`config.mk`:
```
export PLATFORM = sky130hd
export DESIGN_NAME = store_aligner_flat
export DESIGN_NICKNAME = d
export VERILOG_FILES = /design/src/rtl/store_aligner_if.sv /design/src/rtl/store_aligner.sv /design/src/flat_wrapper.sv
export SDC_FILE = /design/constraint.sdc
export NUM_CORES = 1
export LEC_CHECK = 0
export ABC_AREA = 1
export CORE_ASPECT_RATIO = 0.7
export CORE_MARGIN = 3
export CORE_UTILIZATION = 46
export DETAILED_ROUTE_END_ITERATION = 8
export GPL_ROUTABILITY_DRIVEN = 0
export GPL_TIMING_DRIVEN = 0
export PLACE_DENSITY = 0.77
export SLEW_MARGIN = 25
export SYNTH_ARGS = -nofsm -noshare
export SYNTH_HDL_FRONTEND = slang
export SYNTH_SLANG_ARGS = --single-unit
```
`constraint.sdc`:
```
create_clock -name clk -period 3.7 [get_ports clk]
set_input_delay 1.11 -clock clk [delete_from_list [all_inputs] [get_ports clk]]
set_output_delay 1.11 -clock clk [all_outputs]
set_load 0.005 [all_outputs]
```
`src/rtl/store_aligner_if.sv`:
```
// Store path bus: CPU-side store request channel plus memory-side write channel.
// master = store requester / memory model side, slave = the store aligner.
interface store_aligner_if;
  // Both channels use strict valid/ready: a transfer happens on the rising clk
  // edge where valid and ready are both high. A valid source holds its payload
  // until that edge, and ready never depends on the valid of the same channel.
  logic        StReq;
  logic [31:0] StAddr;
  logic [31:0] StData;
  logic [1:0]  StSize;
  logic        StReady;

  logic        MemValid;
  logic [31:0] MemAddr;
  logic [31:0] MemWData;
  logic [3:0]  MemBE;
  logic        MemReady;

  modport master (
    output StReq, StAddr, StData, StSize, MemReady,
    input  StReady, MemValid, MemAddr, MemWData, MemBE
  );

  modport slave (
    input  StReq, StAddr, StData, StSize, MemReady,
    output StReady, MemValid, MemAddr, MemWData, MemBE
  );
endinterface

```
`src/rtl/store_aligner.sv`:
```
// Aligns sb/sh/sw stores onto a 32-bit memory write port through a 2-entry FIFO.
// Optional macro STORE_ALIGN_EXC_EN enables misaligned-store detection on AlignExc.
module store_aligner (
  input  logic             clk,
  input  logic             reset_n,
  store_aligner_if.slave   bus,
  output logic             AlignExc,
  output logic [1:0]       Count
);

  logic [31:0] addr_q [2];
  logic [31:0] data_q [2];
  logic [3:0]  be_q   [2];
  logic        wr_ptr;
  logic        rd_ptr;
  logic [1:0]  count_q;

  logic [31:0] data_new;
  logic [3:0]  be_new;
  logic        misaligned;
  logic        accept;
  logic        push;
  logic        pop;

  // Lane placement of the right-justified store data.
  always_comb begin
    be_new     = 4'b0000;
    data_new   = 32'h0;
    misaligned = 1'b0;
    case (bus.StSize)
      2'b00: begin
        be_new   = 4'b0001 << bus.StAddr[1:0];
        data_new = {24'h0, bus.StData[7:0]} << {bus.StAddr[1:0], 3'b000};
      end
      2'b01: begin
        if (bus.StAddr[1]) begin
          be_new   = 4'b1100;
          data_new = {bus.StData[15:0], 16'h0};
        end else begin
          be_new   = 4'b0011;
          data_new = {16'h0, bus.StData[15:0]};
        end
      end
      default: begin
        be_new   = 4'b1111;
        data_new = bus.StData;
      end
    endcase
`ifdef STORE_ALIGN_EXC_EN
    misaligned = ((bus.StSize == 2'b01) && bus.StAddr[0])
              || ((bus.StSize == 2'b10) && (bus.StAddr[1:0] != 2'b00))
              || (bus.StSize == 2'b11);
`endif
  end

  assign accept = bus.StReq && bus.StReady;
  assign push   = accept && !misaligned;
  assign pop    = bus.MemValid && bus.MemReady;

  always_ff @(posedge clk) begin
    if (!reset_n) begin
      wr_ptr  <= 1'b0;
      rd_ptr  <= 1'b0;
      count_q <= 2'd0;
      for (int i = 0; i < 2; i++) begin
        addr_q[i] <= 32'h0;
        data_q[i] <= 32'h0;
        be_q[i]   <= 4'h0;
      end
    end else begin
      // A push never lands in the head slot while it is being presented.
      if (push) begin
        addr_q[wr_ptr] <= {bus.StAddr[31:2], 2'b00};
        data_q[wr_ptr] <= data_new;
        be_q[wr_ptr]   <= be_new;
        wr_ptr         <= ~wr_ptr;
      end
      if (pop) begin
        rd_ptr <= ~rd_ptr;
      end
      case ({push, pop})
        2'b10:   count_q <= count_q + 2'd1;
        2'b01:   count_q <= count_q - 2'd1;
        default: count_q <= count_q;
      endcase
    end
  end

`ifdef STORE_ALIGN_EXC_EN
  logic exc_q;
  always_ff @(posedge clk) begin
    if (!reset_n) begin
      exc_q <= 1'b0;
    end else begin
      exc_q <= accept && misaligned;
    end
  end
  assign AlignExc = exc_q;
`else
  assign AlignExc = 1'b0;
`endif

  assign Count        = count_q;
  assign bus.StReady  = (count_q != 2'd2);
  assign bus.MemValid = (count_q != 2'd0);
  assign bus.MemAddr  = addr_q[rd_ptr];
  assign bus.MemWData = data_q[rd_ptr];
  assign bus.MemBE    = be_q[rd_ptr];

endmodule
```
`src/flat_wrapper.sv`:
```
// flat-port wrapper written by rule: the top's interface ports become plain ports
module store_aligner_flat 
  (clk, reset_n, AlignExc, Count, bus_StReq, bus_StAddr, bus_StData, bus_StSize, bus_MemReady, bus_StReady, bus_MemValid, bus_MemAddr, bus_MemWData, bus_MemBE);
  store_aligner_if bus_i ();
  input  logic clk;
  input  logic reset_n;
  output logic AlignExc;
  output logic [1:0] Count;
  input wire logic [$bits(bus_i.StReq)-1:0] bus_StReq;
  input wire logic [$bits(bus_i.StAddr)-1:0] bus_StAddr;
  input wire logic [$bits(bus_i.StData)-1:0] bus_StData;
  input wire logic [$bits(bus_i.StSize)-1:0] bus_StSize;
  input wire logic [$bits(bus_i.MemReady)-1:0] bus_MemReady;
  output wire logic [$bits(bus_i.StReady)-1:0] bus_StReady;
  output wire logic [$bits(bus_i.MemValid)-1:0] bus_MemValid;
  output wire logic [$bits(bus_i.MemAddr)-1:0] bus_MemAddr;
  output wire logic [$bits(bus_i.MemWData)-1:0] bus_MemWData;
  output wire logic [$bits(bus_i.MemBE)-1:0] bus_MemBE;
  assign bus_i.StReq = bus_StReq;
  assign bus_i.StAddr = bus_StAddr;
  assign bus_i.StData = bus_StData;
  assign bus_i.StSize = bus_StSize;
  assign bus_i.MemReady = bus_MemReady;
  assign bus_StReady = bus_i.StReady;
  assign bus_MemValid = bus_i.MemValid;
  assign bus_MemAddr = bus_i.MemAddr;
  assign bus_MemWData = bus_i.MemWData;
  assign bus_MemBE = bus_i.MemBE;
  store_aligner u_core (.clk(clk), .reset_n(reset_n), .bus(bus_i), .AlignExc(AlignExc), .Count(Count));
endmodule
```
======== After elaboration in Yosys (flattened, before gate mapping) ========
Memory sizes are Yosys's and may differ from the RTL's. A register that Yosys moved wholly into a read port is not among the register bits.
Index checks and enable logic that the tools add are counted.
W data, S select, Z words.
storage, ports and cells
  word-level logic and storage cells ...... 48
  memories ................................ 3
  RAM bits ................................ 132
  register bits after elaboration ......... 4
memory list
  memory         depth  width  rd ports  clocked after memory_dff  wr ports  RTL line             source
  u_core.data_q  2      32     1         1                         2         store_aligner.sv:12  logic [31:0] data_q [2];
  u_core.addr_q  2      30     1         1                         2         store_aligner.sv:11  logic [31:0] addr_q [2];
  u_core.be_q    2      4      1         1                         2         store_aligner.sv:13  logic [3:0] be_q [2];
operators by class
  shift-type cells ........................ 2
  add/subtract/negate cells ............... 2
  bitwise operators ....................... 2
  multiplexer cells ....................... 24
  reductions and logical operators ........ 8
  eq/ne operators ......................... 4
operator list
  kind                   number
  $mux W32               2
  $pmux W32 S2           1
  $reduce_or A32 Y1      1
  $shl A8 B5 Y32         1
  $mux W30               1
  $reduce_or A30 Y1      1
  $mux W1                16
  $mux W4                2
  $pmux W4 S2            1
  $eq A2 B1 Y1 const B   2
  $pmux W2 S2            1
  $reduce_bool A2 Y1     2
  $reduce_or A4 Y1       1
  $shl A1 B2 Y4 const A  1
  $add A2 B1 Y2 const B  1
  $eq A2 B2 Y1 const B   1
  $logic_and A1 B1 Y1    2
  $logic_not A2 Y1       1
  $ne A2 B2 Y1 const B   1
  $not A1 Y1             2
  $sub A2 B1 Y2 const B  1

======== Longest topological paths before layout ========
  depth in word-level cells ............... 7
  depth in mapped cells ................... 8
  mapped depth without buffers ............ 8

======== Least setup slack after synthesis ========
Ideal clock, no wire load.
  kind .................................... in2reg
  start ................................... input reset_n
  end ..................................... memory u_core.addr_q[1][0] (netlist name) (enable)
  arrival time ............................ 3.247 ns
  cell stages on the path ................. 7
  slack ................................... 0.027 ns
  buffers on the path ..................... 3
  cells stage by stage .................... clkbuf_2 -> nand2_1 -> nor2_4 -> inv_2 -> buf_6 -> buf_6 -> nand2_1
RTL lines
  what         RTL line             source
  from (decl)  flat_wrapper.sv:6    input logic reset_n;
  to (decl)    store_aligner.sv:11

==> impl_metrics.toml <==
[power_and_ir_drop]
p_total_mw = 4.67
p_leak_nw = 3.42
p_per_area_mw_per_mm2 = 541
ir_drop_mv = 0.337

[die]
fp.dieW_um = 147
dieArea_sq_mm = 0.0153
start_util_pct = 47.7
core_area_sq_mm = 0.0134
io-pin-count = 143
die_h_um = 104
rows = 35

[sta]
rsz0062_at_grt = "false"
period_share_pct = 90.2
finClkSkew_ns = 0.00910
hold_violations = 0
maxSlewHeadroom_pct = 59.5
finalSetupViolCount = 0
fin_tns_setup_ns = 0
worst_slack_ns = 0.364
fin_crit_ns = 3.34
slew_violations = 0
timing.fmax_mhz = 300
max_slew.worst_pin.slew_ns = 0.607

[synthesis]
post-synth-top-area-cell = "edfxtp_1"
synth_commonest_cells = "edfxtp_1, nor2_1, mux2_2, nand2_1, inv_1"
synth.top_cell.area_share_pct = 62.2
synth_edf_count = 132
synth_top_flop_cell = "edfxtp_1"
yosysWarnings = 0
synth_most_common_cell = "edfxtp_1"
ys_seq_area_share_pct = 63.8
avgSynthCellArea_sq_um = 11.9
ys_top_cells_by_area = "edfxtp_1, mux2_2, nor2_1"
async_flop_share_pct = 0
syn_area_sq_mm = 0.00637
synth_seq_cells = 137
synth_cell_types = 27
netlist_instances = 537

[routing]
avgViaCountPerCell = 5.06
firstDrtPassIters = 5
wl_met2_um = 7490
antenna_left = 0
drt-met1-wl_um = 6510
drc_errors = 0
wl_per_cell_um = 17.2
drt-initial-drc-count = 267
num_vias = 4523
met3_length_um = 1160
routed_wirelength_um = 15400
top_layer = "met4"

[placed_design]
portBuffers = 136
place_hpwl_um = 10900
dpl_cell_area_sq_mm = 0.00802
place_ws_ns = 0.263

[global_routing]
grt_pass1_vias = 4670
antenna_found_initial = 0
grt-ovfl-total = 0
grt_pass1_wl_um = 24400
grt_use_total_pct = 20.5
grt_start_max_net_pins = 42

[cts]
cts_tree = "built"
cts.htree.levels = 4
insertion_delay_ns = 0.41
clk_pin_slew_ns = 0.06
ctsResizeCount = 0
ctsHoldBuffers = 0
clk_path_buf_depth = 2
clock_sinks = 137
cts_buffers = 17
cts_root_buf = "clkbuf_16"
post_cts.repair.setup_buffers = 0

[final_layout]
n_fill_cell = 1044
areaGrowthSynthToFinish_pct = 35.6
drive_gt1_share_pct = 24.4
multi_input_area_sq_mm = 0.00194
design_area_sq_mm = 0.00864
fin_nets = 767
diodes = 0
ff_latch_area_sq_mm = 0.00406

[worst_setup_path]
cp_num_buf_inv = 3
setup.worst_path.end_class = "output port"
worst_ep_arrival_time_ns = 2.23
path_common_cell = "buf_2"
crit_path_max_fanout = 10
crit_chain = "buf_2 -> buf_2 -> mux2_2 -> clkdlybuf4s50_1"
required_ns = 2.59
crit_type = "flip-flop to output port"
cp_slowest_cell = "clkdlybuf4s50_1"
cp_slowest_stage_delay_ns = 0.49
crit_family = "buffers and inverters"
start_kind = "flip-flop"

[min_path]
holdCritPathClass = "flip-flop to flip-flop"

[run_status]
status = "finished, final reports clean"

[job]
drv_cap = 0
[routing by layer]
layer / up-vias / GRT usage [%]
met4: 0 / 6.58
li1: 2169 / -
met1: 2161 / 27.1
met3: 18 / 5.53
met2: 175 / 33.0
met5: - / 0
[flip-flops by register name (all words and copies together), names as in the netlist, named ones only]
signal and count:
u_core.addr_q 60, u_core.be_q 8, u_core.Count 2, u_core.rd_ptr 1, u_core.wr_ptr 1, u_core.data_q 64
[where the power goes]
group	switching (mW)	internal, mW	total [mW]
Combinational	0.448	0.552	1.00
Clock	0.673	1.08	1.75
Sequential	0.0476	1.87	1.92
Total	1.17	3.50	4.67
[layout make-up]
class                   count  area share (%)
repair buffers            138            16.2
flip-flops and latches    137            47.1
clock inverters            15            2.16
plain buffers              34            2.26
multi-input cells         316            22.4
clock buffers              17            4.93
inverters                  52            2.26
well taps                 185            2.68
[layout by cell type, fill, tap and decap left out, types with 8 or more instances in the layout]
cell / count
nor2_1: 77
clkbuf_16: 17
nor2_2: 32
nor3_1: 8
edfxtp_1: 132
nand4_1: 16
nand3_1: 11
nand2_1: 50
mux2_2: 66
a21oi_1: 39
clkdlybuf4s50_1: 136
inv_1: 49
buf_2: 20
[worst register-to-register path, stage by stage (launching register included)]
cell     delay, ns
dfxtp_1       0.43
inv_2         0.07
nand2_2       0.09
nand4_2       0.19
buf_2         0.27
buf_2         0.23
nand2_4       0.40
buf_12        0.30
[path summary, 6_finish.rpt]
kind	start	end	slack [ns]	depth (start not counted)
setup / recovery	flip-flop	bus_MemBE[1]	0.36	4
hold / removal	u_core.wr_ptr	u_core.wr_ptr	0.48	2
setup reg to reg	u_core.Count[0]	u_core.data_q[0][30]	1.39	7
hold reg to reg	u_core.wr_ptr	u_core.wr_ptr	0.48	2
[cells by family after synthesis]
| kind of cell | share of synthesized area (%) |
|---|---|
| other | 0.0589 |
| AND/OR/NAND/NOR | 14.8 |
| flip-flops | 63.8 |
| adder cells (fa/ha/maj) | 0.196 |
| buffers and inverters | 6.13 |
| AO/OA/AOI/OAI | 3.36 |
| multiplexers | 11.7 |
[metrics by stage]
| stage | std cells | utilization [%] | hold WS [ns] |
|---|---|---|---|
| 2_1_floorplan | 539 | - | 0.457 |
| 3_3_place_gp | 860 | 59.7 | 0.468 |
| 3_5_place_dp | 862 | 60.1 | 0.479 |
| 4_1_cts | 894 | 64.7 | 0.487 |
| 5_1_grt | 894 | 64.7 | 0.518 |
| 6_report | 894 | 64.7 | 0.483 |
(Power assumes the default switching activity.)
